==> src/rtl/seg10_scan_ctrl_pkg.sv <==
`default_nettype none
// +----------------------------------------------------------------------+
// | seg10_scan_ctrl_pkg                                                  |
// | Shared types and helpers for the seg10 digit scan scheduler.         |
// | Rev 1.0 - initial release                                            |
// +----------------------------------------------------------------------+
package seg10_scan_ctrl_pkg;

  // Scan phase: all digits dark, or one digit being shown.
  typedef enum logic [0:0] {
    ST_BLANK = 1'b0,
    ST_SHOW  = 1'b1
  } scan_state_e;

  // Brightness resolution; the show phase is split into this many steps.
  localparam int PWM_LEVELS = 16;
  localparam int BRIGHT_W   = 4;

  // Bits needed for a counter running 0..n-1, never less than one bit.
  function automatic int cnt_width(input int n);
    return (n < 2) ? 1 : $clog2(n);
  endfunction

endpackage
`default_nettype wire

==> src/rtl/seg10_pwm_slot.sv <==
`default_nettype none
// +----------------------------------------------------------------------+
// | seg10_pwm_slot                                                       |
// | Decides whether the current show cycle is inside the lit part of     |
// | the brightness duty: step = SCAN_DIV/16, lit = step index < bright.  |
// | Rev 1.0 - initial release                                            |
// +----------------------------------------------------------------------+
module seg10_pwm_slot
  import seg10_scan_ctrl_pkg::*;
#(
  parameter int SCAN_DIV = 12000,
  parameter int CNT_W    = cnt_width(SCAN_DIV)
) (
  input  logic [CNT_W-1:0]    show_cnt_i,
  input  logic [BRIGHT_W-1:0] bright_i,
  output logic                lit_o
);

  localparam int               STEP   = SCAN_DIV / PWM_LEVELS;
  localparam logic [CNT_W-1:0] STEP_C = CNT_W'(STEP);

  logic [CNT_W-1:0] level;

  // Map the show counter onto one of the 16 duty steps and compare to brightness.
  always_comb begin
    level = show_cnt_i / STEP_C;
    lit_o = (level < CNT_W'(bright_i));
  end

endmodule
`default_nettype wire

==> src/rtl/seg10_scan_ctrl.sv <==
`default_nettype none
// +----------------------------------------------------------------------+
// | seg10_scan_ctrl                                                      |
// | Round-robin scan scheduler sharing one seg10 decoder across          |
// | NUM_DIGITS digits, with blanking gaps, 16-level PWM brightness and   |
// | frame-synchronous double buffering of the digit values.              |
// | Rev 1.0 - initial release                                            |
// +----------------------------------------------------------------------+
module seg10_scan_ctrl
  import seg10_scan_ctrl_pkg::*;
#(
  parameter int NUM_DIGITS   = 4,
  parameter int SCAN_DIV     = 12000,
  parameter int BLANK_CYCLES = 120
) (
  input  logic                    clk_i,
  input  logic                    rst_ni,
  input  logic [4*NUM_DIGITS-1:0] digit_values_i,
  input  logic [NUM_DIGITS-1:0]   digit_enable_i,
  input  logic                    load_i,
  input  logic [3:0]              brightness_i,
  output logic [3:0]              seg_count_o,
  output logic                    seg_blank_o,
  output logic [NUM_DIGITS-1:0]   digit_sel_o,
  output logic                    frame_done_o
);

  localparam int IDX_W   = cnt_width(NUM_DIGITS);
  localparam int SHOW_W  = cnt_width(SCAN_DIV);
  localparam int BLANK_W = cnt_width(BLANK_CYCLES);

  localparam logic [IDX_W-1:0]   IDX_LAST   = IDX_W'(NUM_DIGITS - 1);
  localparam logic [SHOW_W-1:0]  SHOW_LAST  = SHOW_W'(SCAN_DIV - 1);
  localparam logic [BLANK_W-1:0] BLANK_LAST = BLANK_W'(BLANK_CYCLES - 1);

  scan_state_e             state_q, state_d;
  logic [IDX_W-1:0]        idx_q, idx_d;
  logic [SHOW_W-1:0]       show_cnt_q, show_cnt_d;
  logic [BLANK_W-1:0]      blank_cnt_q, blank_cnt_d;
  logic [BRIGHT_W-1:0]     bright_q, bright_d;
  logic [4*NUM_DIGITS-1:0] staging_q, staging_d;
  logic [4*NUM_DIGITS-1:0] shadow_q, shadow_d;
  logic                    pending_q, pending_d;

  logic [3:0]              seg_count_q, seg_count_d;
  logic                    seg_blank_q, seg_blank_d;
  logic [NUM_DIGITS-1:0]   digit_sel_q, digit_sel_d;
  logic                    frame_done_q, frame_done_d;

  logic                    frame_end;
  logic                    lit;
  logic                    drive_on;

  // Duty decision is made for the cycle being entered, so outputs can be registered.
  seg10_pwm_slot #(
    .SCAN_DIV (SCAN_DIV),
    .CNT_W    (SHOW_W)
  ) u_pwm (
    .show_cnt_i (show_cnt_d),
    .bright_i   (bright_d),
    .lit_o      (lit)
  );

  // Phase sequencing, digit index and the staging/shadow double buffer.
  always_comb begin
    state_d     = state_q;
    idx_d       = idx_q;
    show_cnt_d  = show_cnt_q;
    blank_cnt_d = blank_cnt_q;
    bright_d    = bright_q;
    staging_d   = staging_q;
    shadow_d    = shadow_q;
    pending_d   = pending_q;

    frame_end = (state_q == ST_SHOW) && (show_cnt_q == SHOW_LAST) && (idx_q == IDX_LAST);

    case (state_q)
      ST_BLANK: begin
        if (blank_cnt_q == BLANK_LAST) begin
          state_d     = ST_SHOW;
          blank_cnt_d = '0;
          show_cnt_d  = '0;
          bright_d    = brightness_i;
        end else begin
          blank_cnt_d = blank_cnt_q + BLANK_W'(1);
        end
      end
      default: begin
        if (show_cnt_q == SHOW_LAST) begin
          state_d    = ST_BLANK;
          show_cnt_d = '0;
          idx_d      = (idx_q == IDX_LAST) ? '0 : idx_q + IDX_W'(1);
        end else begin
          show_cnt_d = show_cnt_q + SHOW_W'(1);
        end
      end
    endcase

    if (load_i) begin
      staging_d = digit_values_i;
    end

    // A load landing on the frame boundary bypasses staging so it is not lost.
    if (frame_end) begin
      pending_d = 1'b0;
      if (load_i) begin
        shadow_d = digit_values_i;
      end else if (pending_q) begin
        shadow_d = staging_q;
      end
    end else if (load_i) begin
      pending_d = 1'b1;
    end
  end

  // Output values for the cycle being entered; seg_count only moves at show entry.
  always_comb begin
    drive_on     = (state_d == ST_SHOW) && digit_enable_i[idx_d] && lit;
    digit_sel_d  = drive_on ? (NUM_DIGITS'(1) << idx_d) : '0;
    seg_blank_d  = ~drive_on;
    frame_done_d = (state_d == ST_SHOW) && (show_cnt_d == SHOW_LAST) && (idx_d == IDX_LAST);
    seg_count_d  = seg_count_q;
    if ((state_q == ST_BLANK) && (state_d == ST_SHOW)) begin
      seg_count_d = shadow_q[{idx_d, 2'b00} +: 4];
    end
  end

  // Single state/output register bank; reset forces everything dark at once.
  always_ff @(posedge clk_i or negedge rst_ni) begin
    if (!rst_ni) begin
      state_q      <= ST_BLANK;
      idx_q        <= '0;
      show_cnt_q   <= '0;
      blank_cnt_q  <= '0;
      bright_q     <= '0;
      staging_q    <= '0;
      shadow_q     <= '0;
      pending_q    <= 1'b0;
      seg_count_q  <= '0;
      seg_blank_q  <= 1'b1;
      digit_sel_q  <= '0;
      frame_done_q <= 1'b0;
    end else begin
      state_q      <= state_d;
      idx_q        <= idx_d;
      show_cnt_q   <= show_cnt_d;
      blank_cnt_q  <= blank_cnt_d;
      bright_q     <= bright_d;
      staging_q    <= staging_d;
      shadow_q     <= shadow_d;
      pending_q    <= pending_d;
      seg_count_q  <= seg_count_d;
      seg_blank_q  <= seg_blank_d;
      digit_sel_q  <= digit_sel_d;
      frame_done_q <= frame_done_d;
    end
  end

  assign seg_count_o  = seg_count_q;
  assign seg_blank_o  = seg_blank_q;
  assign digit_sel_o  = digit_sel_q;
  assign frame_done_o = frame_done_q;

endmodule
`default_nettype wire

==> config.mk <==
export PLATFORM = sky130hd
export DESIGN_NAME = seg10_scan_ctrl
export DESIGN_NICKNAME = d
export VERILOG_FILES = /design/src/rtl/seg10_scan_ctrl_pkg.sv /design/src/rtl/seg10_pwm_slot.sv /design/src/rtl/seg10_scan_ctrl.sv
export SDC_FILE = /design/constraint.sdc
export NUM_CORES = 1
export LEC_CHECK = 0
export ABC_CLOCK_PERIOD_IN_PS = 8400
export CAP_MARGIN = 0
export CORE_MARGIN = 2
export CORE_UTILIZATION = 50
export CTS_CLUSTER_DIAMETER = 200
export DETAILED_ROUTE_END_ITERATION = 10
export PLACE_DENSITY = 0.7
export SLEW_MARGIN = 5
export SYNTH_ARGS = -nofsm -noshare
export SYNTH_HDL_FRONTEND = slang
export SYNTH_SLANG_ARGS = --single-unit
==> constraint.sdc <==
create_clock -name clk_i -period 8.4 [get_ports clk_i]
set_input_delay 2.52 -clock clk_i [delete_from_list [all_inputs] [get_ports clk_i]]
set_output_delay 2.52 -clock clk_i [all_outputs]
set_load 0.01 [all_outputs]
==> flow_metrics.py, run 1 <==
metrics = {
    "routing": {
        "drt-met1-wl_um": 5389,
        "drc": 0,
        "top_layer": "met4",
        "vias": 3983,
        "route.met3.wl_um": 580,
        "wl_um": 11570,
        "via_per_inst": 6.175,
        "drtIter0Drc": 265,
        "drtAntennaViolNets": 0,
        "wire_per_inst_um": 17.93,
        "drt_pass1_iterations": 5,
        "wl_met2_um": 5461,
    },
    "timing": {
        "finalSetupViolCount": 0,
        "maxSlewViolCount": 0,
        "min_period_ns": 6.877,
        "setup_tns_ns": 0,
        "hold_viol_final": 0,
        "rsz0062_at_grt": "no",
        "worst_pin_slew_ns": 0.9396,
        "relSlewSlack": 0.3691,
        "clock_skew_ns": 0.01120,
        "min_period_over_period": 0.8187,
        "timing.fmax_mhz": 145.4,
        "hold_ws_ns": 0.5041,
        "setup_ws_ns": 1.523,
    },
    "yosys": {
        "synth.yosys.seq_area_share": 0.3750,
        "synth_ff_type": "dfrtp_1",
        "synth.area.top_cells": "dfrtp_1 (37%), mux2_2 (9.3%), mux2i_1 (3.4%), a21oi_1 (2.6%), nor2_1 (2.1%)",
        "synth_nets": 512,
        "async_reset_ff_frac": 1.000,
        "synth_top_cell_area_share": 0.3695,
        "synth-edff-count": 0,
        "netlist_instances": 479,
        "synth_commonest_cells": "dfrtp_1 (70), mux2_2 (39), nor2_1 (27)",
        "postSynthAreaPerCell_um2": 9.897,
        "synth_area_um2": 4741,
        "synth_largest_area_cell": "dfrtp_1",
        "yosysWarningCount": 0,
        "ys_ff_latch": 71,
        "synth_most_common_cell": "dfrtp_1",
        "ys_types": 85,
    },
    "final_layout": {
        "drive_gt1_frac": 0.1919,
        "syn_to_final_growth_pct": 14.01,
        "antennaDiodeCount": 0,
        "fill_cells": 787,
        "fin_nets": 544,
    },
    "clock_tree": {
        "clockBufferDepth": 2,
        "clk-insertion-delay-late_ns": 0.35,
        "htree_num_levels": 3,
        "cts_buffers": 9,
        "clk_pin_slew_ns": 0.09,
        "cts_tree": "yes",
        "cts_hold_buf": 0,
        "post_cts_resized": 0,
        "cts_setup_buffers": 0,
        "root_buffer": "clkbuf_8",
        "numClockSinks": 71,
    },
    "placed_design": {
        "dpl_worst_slack_ns": 1.632,
        "io_buffers": 36,
        "gp_congestion": 0.9508,
        "hpwlAfterDp_um": 8629,
    },
    "job": {
        "drv_cap": 0,
    },
    "grt": {
        "grt_first_pass_wirelength_um": 19280,
        "overflow": 0,
        "antenna_found_initial": 0,
        "grt_pass1_vias": 3832,
        "grt_max_degree": 72,
        "grt_use_total": 0.2381,
    },
    "run_status": {
        "status": "completed",
    },
    "die": {
        "rows": 35,
        "ios": 37,
        "initial_core_util": 0.5131,
        "core-area_um2": 9240,
        "die_h_um": 101.4,
        "dieArea_um2": 10280,
        "die-width_um": 101.4,
    },
    "setup_path": {
        "cp.required_ns": 8.64,
        "start_kind": "register",
        "arrival_ns": 7.12,
        "cp_max_fo": 11,
        "worstSetupEndpointType": "register",
        "crit_type": "register to register",
    },
    "pwr": {
        "ir_drop_v": 0.0001047,
        "leakagePower_nw": 2.246,
        "p_per_area_nw_per_um2": 120.9,
    },
    "min_path": {
        "hold_path.class": "register to register",
    },
}
cell families after synthesis:
logic type	after synthesis	synth area share
simple gates	153	0.1884
flops	71	0.3750
fa+ha+maj	8	0.02006
mux	57	0.1320
buf+inv	44	0.03906
compound gates	133	0.2214
xor+xnor	13	0.02402
cells in the final DEF, fill, tap and decap left out, drive strengths merged, types with 9 or more instances in the layout:
cell,instances
a211oi,15
a21oi,28
clkbuf,9
clkdlybuf4s50,35
dfrtp,70
inv,27
mux2,41
mux2i,16
nand2,25
nand3,20
nand4,11
nor2,27
nor3,16
nor4,11
o21ai,19
xnor2,11
cell type report:
type | instances | area [µm²] | share of cell area
flip-flops and latches | 71 | 1778 | 0.3289
inverters | 23 | 86.33 | 0.01597
repair buffers | 42 | 400.4 | 0.07407
well taps | 129 | 161.4 | 0.02986
clock buffers | 9 | 123.9 | 0.02292
clock inverters | 7 | 73.82 | 0.01366
multi-input cells | 364 | 2781 | 0.5146
worst paths after layout:
kind / from / end / slack [ns] / depth (start not counted)
min reg2reg: shadow_q[14]$_DFFE_PN0P_ / shadow_q[14]$_DFFE_PN0P_ / 0.50 / 1
max reg2reg: show_cnt_q[0]$_DFF_PN0_ / digit_sel_o[2]$_DFF_PN0_ / 1.52 / 22
min in group asynchronous: rst_ni / staging_q[10]$_DFFE_PN0P_ / 2.34 / 2
max in group asynchronous: rst_ni / shadow_q[2]$_DFFE_PN0P_ / 5.45 / 2
min: shadow_q[14]$_DFFE_PN0P_ / shadow_q[14]$_DFFE_PN0P_ / 0.50 / 1
max: show_cnt_q[0]$_DFF_PN0_ / digit_sel_o[2]$_DFF_PN0_ / 1.52 / 22
state kept, by name (all words and copies together) (netlist names):
name / flops
seg_count_o: 4
frame_done_o: 1
staging_q: 16
bright_q: 4
seg_blank_o: 1
shadow_q: 16
show_cnt_q: 14
state_q: 1
pending_q: 1
blank_cnt_q: 7
idx_q: 2
digit_sel_o: 4
worst max-delay path, stage by stage, from the launching register on:
cell and delay, ns:
dfrtp_1 0.43, ha_1 0.34, nand3_2 0.19, o41a_1 0.53, nand3_1 0.17, a311o_1 0.50
a211oi_2 0.42, o21ai_2 0.14, xnor2_1 0.76, a31oi_2 0.29, nand2_2 0.24, mux2_4 0.36
o311ai_1 0.35, nor3b_2 0.13, a21boi_1 0.23, o31ai_2 0.16, ha_1 0.21, a21o_1 0.17
a21oi_1 0.15, o211ai_1 0.11, a211oi_1 0.33, nand3_1 0.24, nor4_1 0.30
per-stage QoR:
| stage | cells | util | cell area, µm² | power [W] |
|---|---|---|---|---|
| final | 645 | 0.5850 | 5405 | 0.0006532 |
| after global routing | 645 | 0.5850 | 5405 | 0.0006793 |
| after CTS | 645 | 0.5850 | 5405 | 0.0006605 |
| after detailed placement | 629 | 0.5636 | 5207 | 0.0003900 |
| after global placement | 629 | 0.5636 | 5207 | 0.0003885 |
| after floorplan | 479 | - | 4741 | 0.0003681 |
layer usage:
metal,global-route usage,vias up
met5,0,-
met4,0.06861,0
met3,0.03865,14
met2,0.3780,119
met1,0.3383,1949
li1,-,1901
where the power goes:
part           internal (W)  switching, W  total (W)
combinational     0.0000178     0.0000133  0.0000311
clock              0.000117      0.000154   0.000271
sequential         0.000349    0.00000201   0.000351
No activity file was read; power rests on OpenSTA's default activity.
==> run 2, diff against run 1 <==
Settings changed: ABC_CLOCK_PERIOD_IN_PS 8400 to 5800, PLACE_DENSITY 0.7 to 0.73.
Clock period 8.4 ns to 5.8 ns, I/O delays scaled along.
==> run 2 against run 1 <==
Net effect:
- cell count is 9.9% higher
- largest power group unchanged
- largest cell class unchanged
- die area stayed put
- hold slack worse by 0.016 ns
- clock power is 44% higher
==> flow_metrics.py, run 2 (synthesis gave the netlist of run 1 again) <==
metrics = {
    "routing": {
        "via_per_inst": 6.048,
        "drc": 0,
        "drtAntennaViolNets": 0,
        "wl_um": 12470,
        "wire_per_inst_um": 17.59,
        "vias": 4288,
        "drtIter0Drc": 254,
        "drt_pass1_iterations": 5,
    },
    "setup_path": {
        "r2r-start": "show_cnt_q[5]$_DFF_PN0_",
        "cpPeakStageDelay_ns": 0.46,
        "path_common_cell": "buf_4",
        "r2r-end": "digit_sel_o[2]$_DFF_PN0_",
        "arrival_ns": 5.98,
        "start_kind": "register",
        "rr_worst_depth": 25,
        "crit_type": "register to register",
        "cp.required_ns": 6.02,
        "worstSetupEndpointType": "register",
        "cpLargestDelayFamily": "compound AO/OA/AOI/OAI gates",
        "slowest_stage": "or3_1",
        "cp_max_fo": 8,
        "worst-path-buf-inv": 4,
        "reg2reg_slack_ns": 0.03,
    },
    "final_layout": {
        "regArea_um2": 1784,
        "layout_commonest_cell": "buf_4",
        "syn_to_final_growth_pct": 27.37,
        "fill_cells": 725,
        "fin_util": 0.6535,
        "final_cell_mix": "buf_4 (70), dfrtp_1 (65), mux2_2 (40)",
        "multi_input_area_um2": 2928,
        "fin_nets": 608,
        "top_regs": "shadow_q (16), staging_q (16), show_cnt_q (14)",
        "drive_gt1_frac": 0.3293,
        "antennaDiodeCount": 0,
    },
    "die": {
        "initial_core_util": 0.5131,
        "rows": 35,
        "ios": 37,
        "dieArea_um2": 10280,
        "core-area_um2": 9240,
        "die-width_um": 101.4,
        "die_h_um": 101.4,
    },
    "pwr": {
        "comb_power_share": 0.048,
        "ir_drop_v": 0.0001344,
        "clkPwrFrac": 0.413,
        "p_per_area_nw_per_um2": 156.3,
        "internal-power_w": 0.0007015,
        "leakagePower_nw": 2.593,
        "p_sw_w": 0.0002420,
        "netSwitchingFraction": 0.2565,
        "seqPwrFrac": 0.539,
    },
    "clock_tree": {
        "cts_hold_buf": 0,
        "cts_buffers": 9,
        "clockBufferDepth": 2,
        "numClockSinks": 71,
        "root_buffer": "clkbuf_8",
        "cts_tree": "yes",
        "clk-insertion-delay-late_ns": 0.35,
        "htree_num_levels": 3,
        "clk_pin_slew_ns": 0.09,
    },
    "timing": {
        "rsz0062_at_grt": "yes",
        "timing.fmax_mhz": 173.4,
        "worst_pin_slew_ns": 0.8557,
        "min_period_ns": 5.766,
        "clock_skew_ns": 0.01448,
        "relSlewSlack": 0.4278,
        "hold_ws_ns": 0.4878,
        "finalSetupViolCount": 0,
        "hold_viol_final": 0,
        "min_period_over_period": 0.9941,
        "maxSlewViolCount": 0,
        "setup_tns_ns": 0,
    },
    "grt": {
        "grt_first_pass_wirelength_um": 20620,
        "overflow": 0,
        "grt_use_total": 0.2520,
        "grt_max_degree": 38,
        "antenna_found_initial": 0,
        "grt_pass1_vias": 4249,
    },
    "placed_design": {
        "gp_congestion": 0.9975,
        "hpwlAfterDp_um": 9341,
        "io_buffers": 36,
    },
    "min_path": {
        "hold_path.class": "register to register",
        "hold_start": "blank_cnt_q[5]$_DFFE_PN0N_",
        "hold_path_end": "blank_cnt_q[5]$_DFFE_PN0N_",
        "hold_depth": 1,
    },
    "run_status": {
        "status": "completed",
    },
    "job": {
        "drv_cap": 0,
    },
}
[run 2: routing by layer]
layer / track usage / vias to the layer above / share of wire
met5: 0 / - / 0
met1: 0.3500 / 2107 / 0.46
li1: - / 2030 / -
met3: 0.03934 / 24 / 0.040
met2: 0.4014 / 127 / 0.48
met4: 0.09148 / 0 / 0.020
[run 2: worst max path at each step]
stage / startpoint / endpoint / slack (ns) / depth (start not counted)
finish: show_cnt_q[5]$_DFF_PN0_ / digit_sel_o[2]$_DFF_PN0_ / 0.03 / 25
global route: show_cnt_q[5]$_DFF_PN0_ / digit_sel_o[2]$_DFF_PN0_ / -0.30 / 23
CTS: show_cnt_q[0]$_DFF_PN0_ / digit_sel_o[2]$_DFF_PN0_ / 0.02 / 24
detailed placement: show_cnt_q[0]$_DFF_PN0_ / digit_sel_o[2]$_DFF_PN0_ / 0.007 / 23
global placement: show_cnt_q[4]$_DFF_PN0_ / digit_sel_o[2]$_DFF_PN0_ / 0.14 / 23
floorplan: show_cnt_q[0]$_DFF_PN0_ / digit_sel_o[2]$_DFF_PN0_ / 0.36 / 23
[run 2: timing repair]
action                     in CTS  in global routing
setup endpoints to repair       1                  5
pin swaps                       5                 21
gates resized for setup         2                 31
cloned                          0                  0
buffers inserted                2                 14
hold endpoints to repair        0                  0
[run 2: area by class of cell]
class	instances	area share
Tap cell	129	0.02673
Clock inverter	7	0.01223
Timing Repair Buffer	106	0.1459
Sequential cell	71	0.2955
Inverter	23	0.01430
Clock buffer	9	0.02051
Multi-Input combinational cell	364	0.4849
[run 2: power by group through the flow]
stage          Clock, W  Sequential, W  Combinational (W)
2_1_floorplan         0       0.000517          0.0000159
3_3_place_gp          0       0.000518          0.0000452
3_5_place_dp          0       0.000518          0.0000466
4_1_cts        0.000399       0.000509          0.0000467
5_1_grt        0.000419       0.000509          0.0000511
6_report       0.000390       0.000508          0.0000453
[run 2: per-stage QoR]
stage / total power [W] / setup WS [ns] / cell area (µm²) / cells
2_1_floorplan: 0.0005331 / 0.3607 / 4741 / 479
4_1_cts: 0.0009545 / 0.01773 / 5794 / 695
6_report: 0.0009435 / 0.03440 / 6038 / 709
3_3_place_gp: 0.0005627 / 0.1370 / 5568 / 677
3_5_place_dp: 0.0005649 / 0.007396 / 5568 / 677
5_1_grt: 0.0009799 / -0.3008 / 6038 / 709
